`config.mk`:
```
export PLATFORM = sky130hd
export DESIGN_NAME = ctrl_decode_stage
export DESIGN_NICKNAME = d
export VERILOG_FILES = /design/src/rtl/ctrl_decode_stage.sv
export SDC_FILE = /design/constraint.sdc
export NUM_CORES = 1
export LEC_CHECK = 0
export ABC_AREA = 1
export CORE_MARGIN = 2
export CORE_UTILIZATION = 45
export DETAILED_ROUTE_END_ITERATION = 8
export PLACE_DENSITY = 0.77
export RECOVER_POWER = 50
export SLEW_MARGIN = 20
export SYNTH_ARGS = -nofsm -noshare
export SYNTH_HDL_FRONTEND = slang
export SYNTH_SLANG_ARGS = --single-unit
```
`constraint.sdc`:
```
create_clock -name clk -period 1.3 [get_ports clk]
set_input_delay 0.26 -clock clk [delete_from_list [all_inputs] [get_ports clk]]
set_output_delay 0.26 -clock clk [all_outputs]
set_load 0.03 [all_outputs]
```
`src/rtl/ctrl_decode_stage.sv`:
```
// rtl/ctrl_decode_stage.sv - registered ARM-subset control decode stage with multi-cycle MUL sequencer
module ctrl_decode_stage #(
    parameter int ALU_CMD_W   = 4,
    parameter int MUL_LATENCY = 3,
    parameter int CNT_W       = 2
) (
    input  logic                   clk,
    input  logic                   rst_n,
    input  logic                   valid_in,
    input  logic                   S,
    input  logic [1:0]             mode,
    input  logic [3:0]             opcode,
    input  logic                   stall_in,
    input  logic                   flush,
    output logic [ALU_CMD_W+4:0]   ctrl_out,
    output logic                   one_input,
    output logic                   valid_out,
    output logic                   busy
);

    localparam int CW = ALU_CMD_W + 5;
    localparam logic [CNT_W-1:0] MUL_CNT_INIT = CNT_W'(MUL_LATENCY - 1);
    localparam logic [CNT_W-1:0] CNT_ONE      = CNT_W'(1);

    typedef enum logic {
        IDLE,
        MUL_BUSY
    } state_t;

    state_t            state_q, state_d;
    logic [CNT_W-1:0]  cnt_q, cnt_d;
    logic [CW-1:0]     ctrl_q, ctrl_d;
    logic              one_q, one_d;
    logic              valid_q, valid_d;

    logic [3:0]        cmd4;
    logic              mem_read, mem_write, wb_en, branch_en, status_en;
    logic [CW-1:0]     dec_word;
    logic              dec_one;
    logic              advance;

    // Instruction decode; status_en and one_input are derived from the base fields
    always_comb begin
        cmd4      = 4'b0000;
        mem_read  = 1'b0;
        mem_write = 1'b0;
        wb_en     = 1'b0;
        branch_en = 1'b0;
        case (mode)
            2'b00: begin
                case (opcode)
                    4'b1101: begin cmd4 = 4'b0001; wb_en = 1'b1; end
                    4'b1111: begin cmd4 = 4'b1001; wb_en = 1'b1; end
                    4'b0100: begin cmd4 = 4'b0010; wb_en = 1'b1; end
                    4'b0101: begin cmd4 = 4'b0011; wb_en = 1'b1; end
                    4'b0010: begin cmd4 = 4'b0100; wb_en = 1'b1; end
                    4'b0110: begin cmd4 = 4'b0101; wb_en = 1'b1; end
                    4'b0000: begin cmd4 = 4'b0110; wb_en = 1'b1; end
                    4'b1100: begin cmd4 = 4'b0111; wb_en = 1'b1; end
                    4'b0001: begin cmd4 = 4'b1000; wb_en = 1'b1; end
                    4'b1010: cmd4 = 4'b0100;
                    4'b1000: cmd4 = 4'b0110;
                    default: cmd4 = 4'b0000;
                endcase
            end
            2'b01: begin
                cmd4      = 4'b0010;
                mem_read  = S;
                wb_en     = S;
                mem_write = ~S;
            end
            2'b10: begin
                branch_en = 1'b1;
            end
            default: begin
                cmd4  = 4'b1010;
                wb_en = 1'b1;
            end
        endcase
        status_en = branch_en ? 1'b0 : S;
        dec_one   = ~((cmd4 == 4'b0001) | (cmd4 == 4'b1001) | branch_en);
        dec_word  = {ALU_CMD_W'(cmd4), mem_read, mem_write, wb_en, branch_en, status_en};
    end

    assign busy    = (state_q == MUL_BUSY);
    assign advance = ~stall_in & ~busy;

    always_comb begin
        state_d = state_q;
        cnt_d   = cnt_q;
        ctrl_d  = ctrl_q;
        one_d   = one_q;
        valid_d = valid_q;
        if (flush) begin
            state_d = IDLE;
            cnt_d   = '0;
            ctrl_d  = '0;
            one_d   = 1'b0;
            valid_d = 1'b0;
        end else if (state_q == MUL_BUSY) begin
            // Bubble downstream while the multiply drains, independent of stall_in
            ctrl_d  = '0;
            one_d   = 1'b0;
            valid_d = 1'b0;
            cnt_d   = cnt_q - CNT_ONE;
            if (cnt_q == CNT_ONE) begin
                state_d = IDLE;
            end
        end else if (advance && valid_in) begin
            ctrl_d  = dec_word;
            one_d   = dec_one;
            valid_d = 1'b1;
            if ((mode == 2'b11) && (MUL_LATENCY > 1)) begin
                state_d = MUL_BUSY;
                cnt_d   = MUL_CNT_INIT;
            end
        end else if (advance) begin
            ctrl_d  = '0;
            one_d   = 1'b0;
            valid_d = 1'b0;
        end
    end

    always_ff @(posedge clk or negedge rst_n) begin
        if (!rst_n) begin
            state_q <= IDLE;
            cnt_q   <= '0;
            ctrl_q  <= '0;
            one_q   <= 1'b0;
            valid_q <= 1'b0;
        end else begin
            state_q <= state_d;
            cnt_q   <= cnt_d;
            ctrl_q  <= ctrl_d;
            one_q   <= one_d;
            valid_q <= valid_d;
        end
    end

    assign ctrl_out  = ctrl_q;
    assign one_input = one_q;
    assign valid_out = valid_q;

endmodule
```
# Yosys cells after proc, flatten, opt, wreduce, memory -nomap -nowiden
# Cells that the tools add are included.
# W data, S select, Z words.
dict set report classes {
  addsub 1
  n_eq_ne 16
  muxes 28
  bitwise 7
  n_reduce_logical 10
}
# cell n
set op_table {}
lappend op_table {{$mux W9} 4}
lappend op_table {{$pmux W4 S9} 1}
lappend op_table {{$eq A4 B4 Y1 const B} 6}
lappend op_table {{$mux W1} 17}
lappend op_table {{$eq A4 B3 Y1 const B} 3}
lappend op_table {{$pmux W4 S3} 1}
lappend op_table {{$reduce_or A9 Y1} 1}
lappend op_table {{$eq A4 B1 Y1 const B} 2}
lappend op_table {{$mux W2} 4}
lappend op_table {{$reduce_bool A3 Y1} 2}
lappend op_table {{$eq A2 B1 Y1 const B} 2}
lappend op_table {{$eq A2 B2 Y1 const B} 2}
lappend op_table {{$eq A4 B2 Y1 const B} 1}
lappend op_table {{$logic_not A4 Y1} 1}
lappend op_table {{$not A1 Y1} 4}
lappend op_table {{$reduce_bool A4 Y1} 1}
lappend op_table {{$reduce_or A2 Y1} 2}
lappend op_table {{$pmux W1 S3} 1}
lappend op_table {{$logic_not A2 Y1} 1}
lappend op_table {{$or A1 B1 Y1} 2}
lappend op_table {{$reduce_and A2 Y1} 1}
lappend op_table {{$sub A2 B1 Y2 const B} 1}
lappend op_table {{$and A1 B1 Y1} 1}
lappend op_table {{$logic_and A1 B1 Y1} 1}
dict set report totals {
  ff_bits 14
  inputBits 12
  elab_cells 67
}

# Depth between registers and ports, before layout
dict set report depth {
  word_depth 11
  depth_mapped 8
}

# Worst setup path after synthesis
# No wires, ideal clock.
dict set report synth_timing {
  kind {register to register}
  from {register state_q, in the netlist busy}
  to {register ctrl_q[3], in the netlist ctrl_out[3]}
  setup_time_ps 95
  arrival_ps 1047
  t_required_ps 1205
  slack_ps 157
  path_stages_with_launch 6
  path_cell_list {dfrtp_1 inv_2 nand3_2 nor2_4 inv_2 o31ai_1}
}
dict set report synth_between {
  elab_chain_cells 6
}
# item line_no
set synth_lines {}
lappend synth_lines {{start, declared} 30} ;# state_t state_q, state_d;
lappend synth_lines {{start signal, assigned} 132} ;# state_q <= state_d;
lappend synth_lines {{$not A1 Y1} 86} ;# assign advance = ~stall_in & ~busy;
lappend synth_lines {{$and A1 B1 Y1} 86}
lappend synth_lines {{$logic_and A1 B1 Y1} 109} ;# end else if (advance && valid_in) begin
lappend synth_lines {{$mux W9} 109}
lappend synth_lines {{$mux W9} 100} ;# end else if (state_q == MUL_BUSY) begin
lappend synth_lines {{$mux W9} 94} ;# if (flush) begin
lappend synth_lines {{end signal, assigned} 134} ;# ctrl_q <= ctrl_d;
lappend synth_lines {{end, declared} 32} ;# logic [CW-1:0] ctrl_q, ctrl_d;
# Parallel ways exist; a longest one is shown, timed or not.
# A chain may end at the register's enable or synchronous reset.

# Final worst setup path
dict set report layout_timing {
  from {register ctrl_q[3], in the netlist ctrl_out[3]}
  to {output ctrl_out[3]}
}
# item line_no
set layout_lines {}
lappend layout_lines {{end, declared} 15} ;# output logic [ALU_CMD_W+4:0] ctrl_out,
# No word-level cell between the ends.

==> impl_metrics.csv <==
group,metric,value,unit
run_status,status,"complete, no violations",
power,power,952,µW
clock_tree,htreeDepth,1,
worst_setup_path,crit_path_start_kind,"flip-flop",
synthesis,yosys.area_share.simple,25.6,%
synthesis,ys_types,18,
min_path,hp-class,"reg2reg",
sta,fin_worst_skew,0.00657,ns
sta,hold_viol_final,0,
synthesis,synth_area,786,µm²
sta,relSlewSlack,51.3,%
synthesis,synth_area_leaders,"dfrtp_1, nand2_1, ha_1",
synthesis,synthXorXnorAreaFrac,0,%
floorplanning,initial_utilization,46.5,%
floorplanning,die-area,2100,µm²
sta,rsz0062_at_grt,"false",
power,leakage,0.000621,µW
route,vias_per_cell,5.08,
clock_tree,cts.sinks,14,
worst_setup_path,ff2ff_path_depth,5,
synthesis,yosysSeqAreaShare,44.6,%
floorplanning,die_x,45.8,µm
clock_tree,cts_root_buffer,"clkbuf_4",
worst_setup_path,crit_type,"reg2out",
route,detail-route-antenna-nets,0,
route,drt_iter0_markers,12,
sta,worst_pin_slew,0.730,ns
route,avgRoutedWirePerCell,11.3,µm
final_layout,layout-drive-gt1-share,27.2,%
clock_tree,cts_buffers,3,
route,firstDrtPassIters,4,
worst_setup_path,path_delay_family,"flip-flops",
floorplanning,core-area,1690,µm²
clock_tree,cts_hold_buf,0,
final_layout,antenna_cells,0,
floorplanning,ios,24,
global_routing,gr-total-overflow,0,
synthesis,synth_top_area_cell,"dfrtp_1",
worst_setup_path,critical_path.slowest_cell,"dfrtp_1",
synthesis,synth_compound_area_share,12.7,%
synthesis,avgSynthCellArea,8.02,µm²
power,ir_worst_vdd,0.531,mV
synthesis,synth.top_cell.area_share,44.6,%
final_layout,design_area,1110,µm²
sta,drv_slew,0,
route,drc,0,
worst_setup_path,critPathArrivalTime,1.00,ns
sta,finalCritPeriodShare,96.9,%
worst_setup_path,worstPathMaxFanout,2,
clock_tree,cts_tree,"built",
sta,fmax,0.794,GHz
clock_tree,clock_latency,0.28,ns
synthesis,netlist_instances,98,
floorplanning,num_rows,15,
worst_setup_path,path_depth,1,
global_routing,grt_max_degree,15,
global_routing,grt_usage,19.9,%
min_path,worstHoldPathCells,2,
placement,gp_congestion,0.873,
placement,dpl.hpwl,1350,µm
synthesis,synth_nets,115,
synthesis,muxShareOfSynthArea,0,%
synthesis,synth_top_family_by_area,"simple AND/OR/NAND/NOR gates",
synthesis,yosysWarnings,0,
placement,io_buffers,23,
global_routing,grt_pass1_wl,2880,µm
worst_setup_path,crit_chain,"clkdlybuf4s15_1",
sta,setup_viol_count_final,0,
worst_setup_path,critical_path_required,1.04,ns
power,p_per_area,857,nW/µm²
global_routing,antenna_found_initial,0,
floorplanning,die_y,45.8,µm
synthesis,synth_fa_ha_area_share,7.96,%
run,maxCapViolCount,0,
sta,post-route-min-period,1.26,ns
clock_tree,cts_buffer_depth,2,
worst_setup_path,cp-end-kind,"output pin",
worst_setup_path,r2r_slack,0.12,ns
worst_setup_path,max_stage_delay,0.38,ns
worst_setup_path,cp.buffers_inverters,1,
final_layout,layout.nets,155,
clock_tree,path_clk_slew,0.08,ns
synthesis,synth-seq-cells,14,
route,routed_wl,1730,µm
placement,place_area,1110,µm²
route,vias,777,
final_layout,area_growth,41.4,%
global_routing,grt_pass1_vias,690,
[metrics by stage]
| stage | utilization (%) | hold WS (ns) | TNS, ns | setup slack [ns] | instances |
|---|---|---|---|---|---|
| 2_1_floorplan | - | -0.0356 | 0 | 0.157 | 98 |
| 3_3_place_gp | 65.8 | 0.466 | -2.53 | -0.289 | 149 |
| 3_5_place_dp | 65.8 | 0.464 | -2.85 | -0.357 | 149 |
| 4_1_cts | 67.0 | 0.291 | 0 | 0.00111 | 153 |
| 5_1_grt | 65.8 | 0.504 | 0 | 0.00137 | 153 |
| 6_report | 65.8 | 0.485 | 0 | 0.0405 | 153 |
[flip-flops by register name, summed over array words and instances, names as in the netlist]
name,cells
ctrl_out,9
cnt_q,2
busy,1
one_input,1
valid_out,1
[power by group]
part | total (µW) | internal, µW | switching [µW] | leakage (µW)
Clock | 246 | 108 | 138 | 0.0000138
Combinational | 227 | 99.4 | 127 | 0.000416
Sequential | 479 | 461 | 17.8 | 0.000191
Total | 952 | 668 | 283 | 0.000621
[routing by layer]
layer	up-vias	global-route usage [%]	share of wire, %	wire [µm]
li1	394	-	-	-
met1	353	24.3	45	783
met2	25	31.5	47	819
met3	5	7.14	6.0	103
met4	0	8.57	1.3	23
met5	-	0	0	0
[cells in the final DEF, fill, tap and decap left out, drive strengths merged, types with 2 or more instances in the layout]
cell / count
nand2: 29
inv: 16
dfrtp: 14
buf: 13
clkbuf: 12
nand3: 10
o21ai: 8
clkdlybuf4s50: 6
nor2: 6
ha: 5
a21oi: 4
dlymetal6s2s: 4
clkdlybuf4s15: 3
o31ai: 2
[synthesized netlist by cell type (all sizes together)]
master   n
a21oi    4
inv     16
o21ai    8
o31ai    2
o32ai    1
ha       5
o21bai   1
nand3   10
dfrtp   14
nand2   29
nor2     6
buf      1
a22o     1
[layout make-up]
| cell class | instances | area, µm² |
|---|---|---|
| tap | 17 | 21.3 |
| inverter | 16 | 60.1 |
| timing repair buffer | 36 | 290 |
| multi-input combinational | 67 | 367 |
| sequential | 14 | 350 |
| fill | 150 | 578 |
| clock buffer | 3 | 22.5 |
[path summary, 6_finish.rpt]
kind / end / start
worst max-delay path: ctrl_out[3] / ctrl_out[3]
worst min-delay path: valid_out / valid_out
worst max register to register: ctrl_out[7] / busy
worst min register to register: valid_out / valid_out
max in group asynchronous: ctrl_out[0] / rst_n
min in group asynchronous: one_input / rst_n
[what timing repair did]
item / 4_1_cts / 5_1_grt
resized for setup: 13 / 22
endpoints found under the hold margin: 0 / 0
endpoints found under the setup margin: 12 / 19
buffers inserted: 1 / 0
pin swaps: 1 / 2
[cells by family after synthesis]
| logic type | count (synthesis) |
|---|---|
| buffers and inverters | 17 |
| adder cells (fa/ha/maj) | 5 |
| AND/OR/NAND/NOR | 45 |
| flip-flops | 14 |
| AO/OA/AOI/OAI | 17 |
Note: power is estimated with default switching activity, not from simulation.
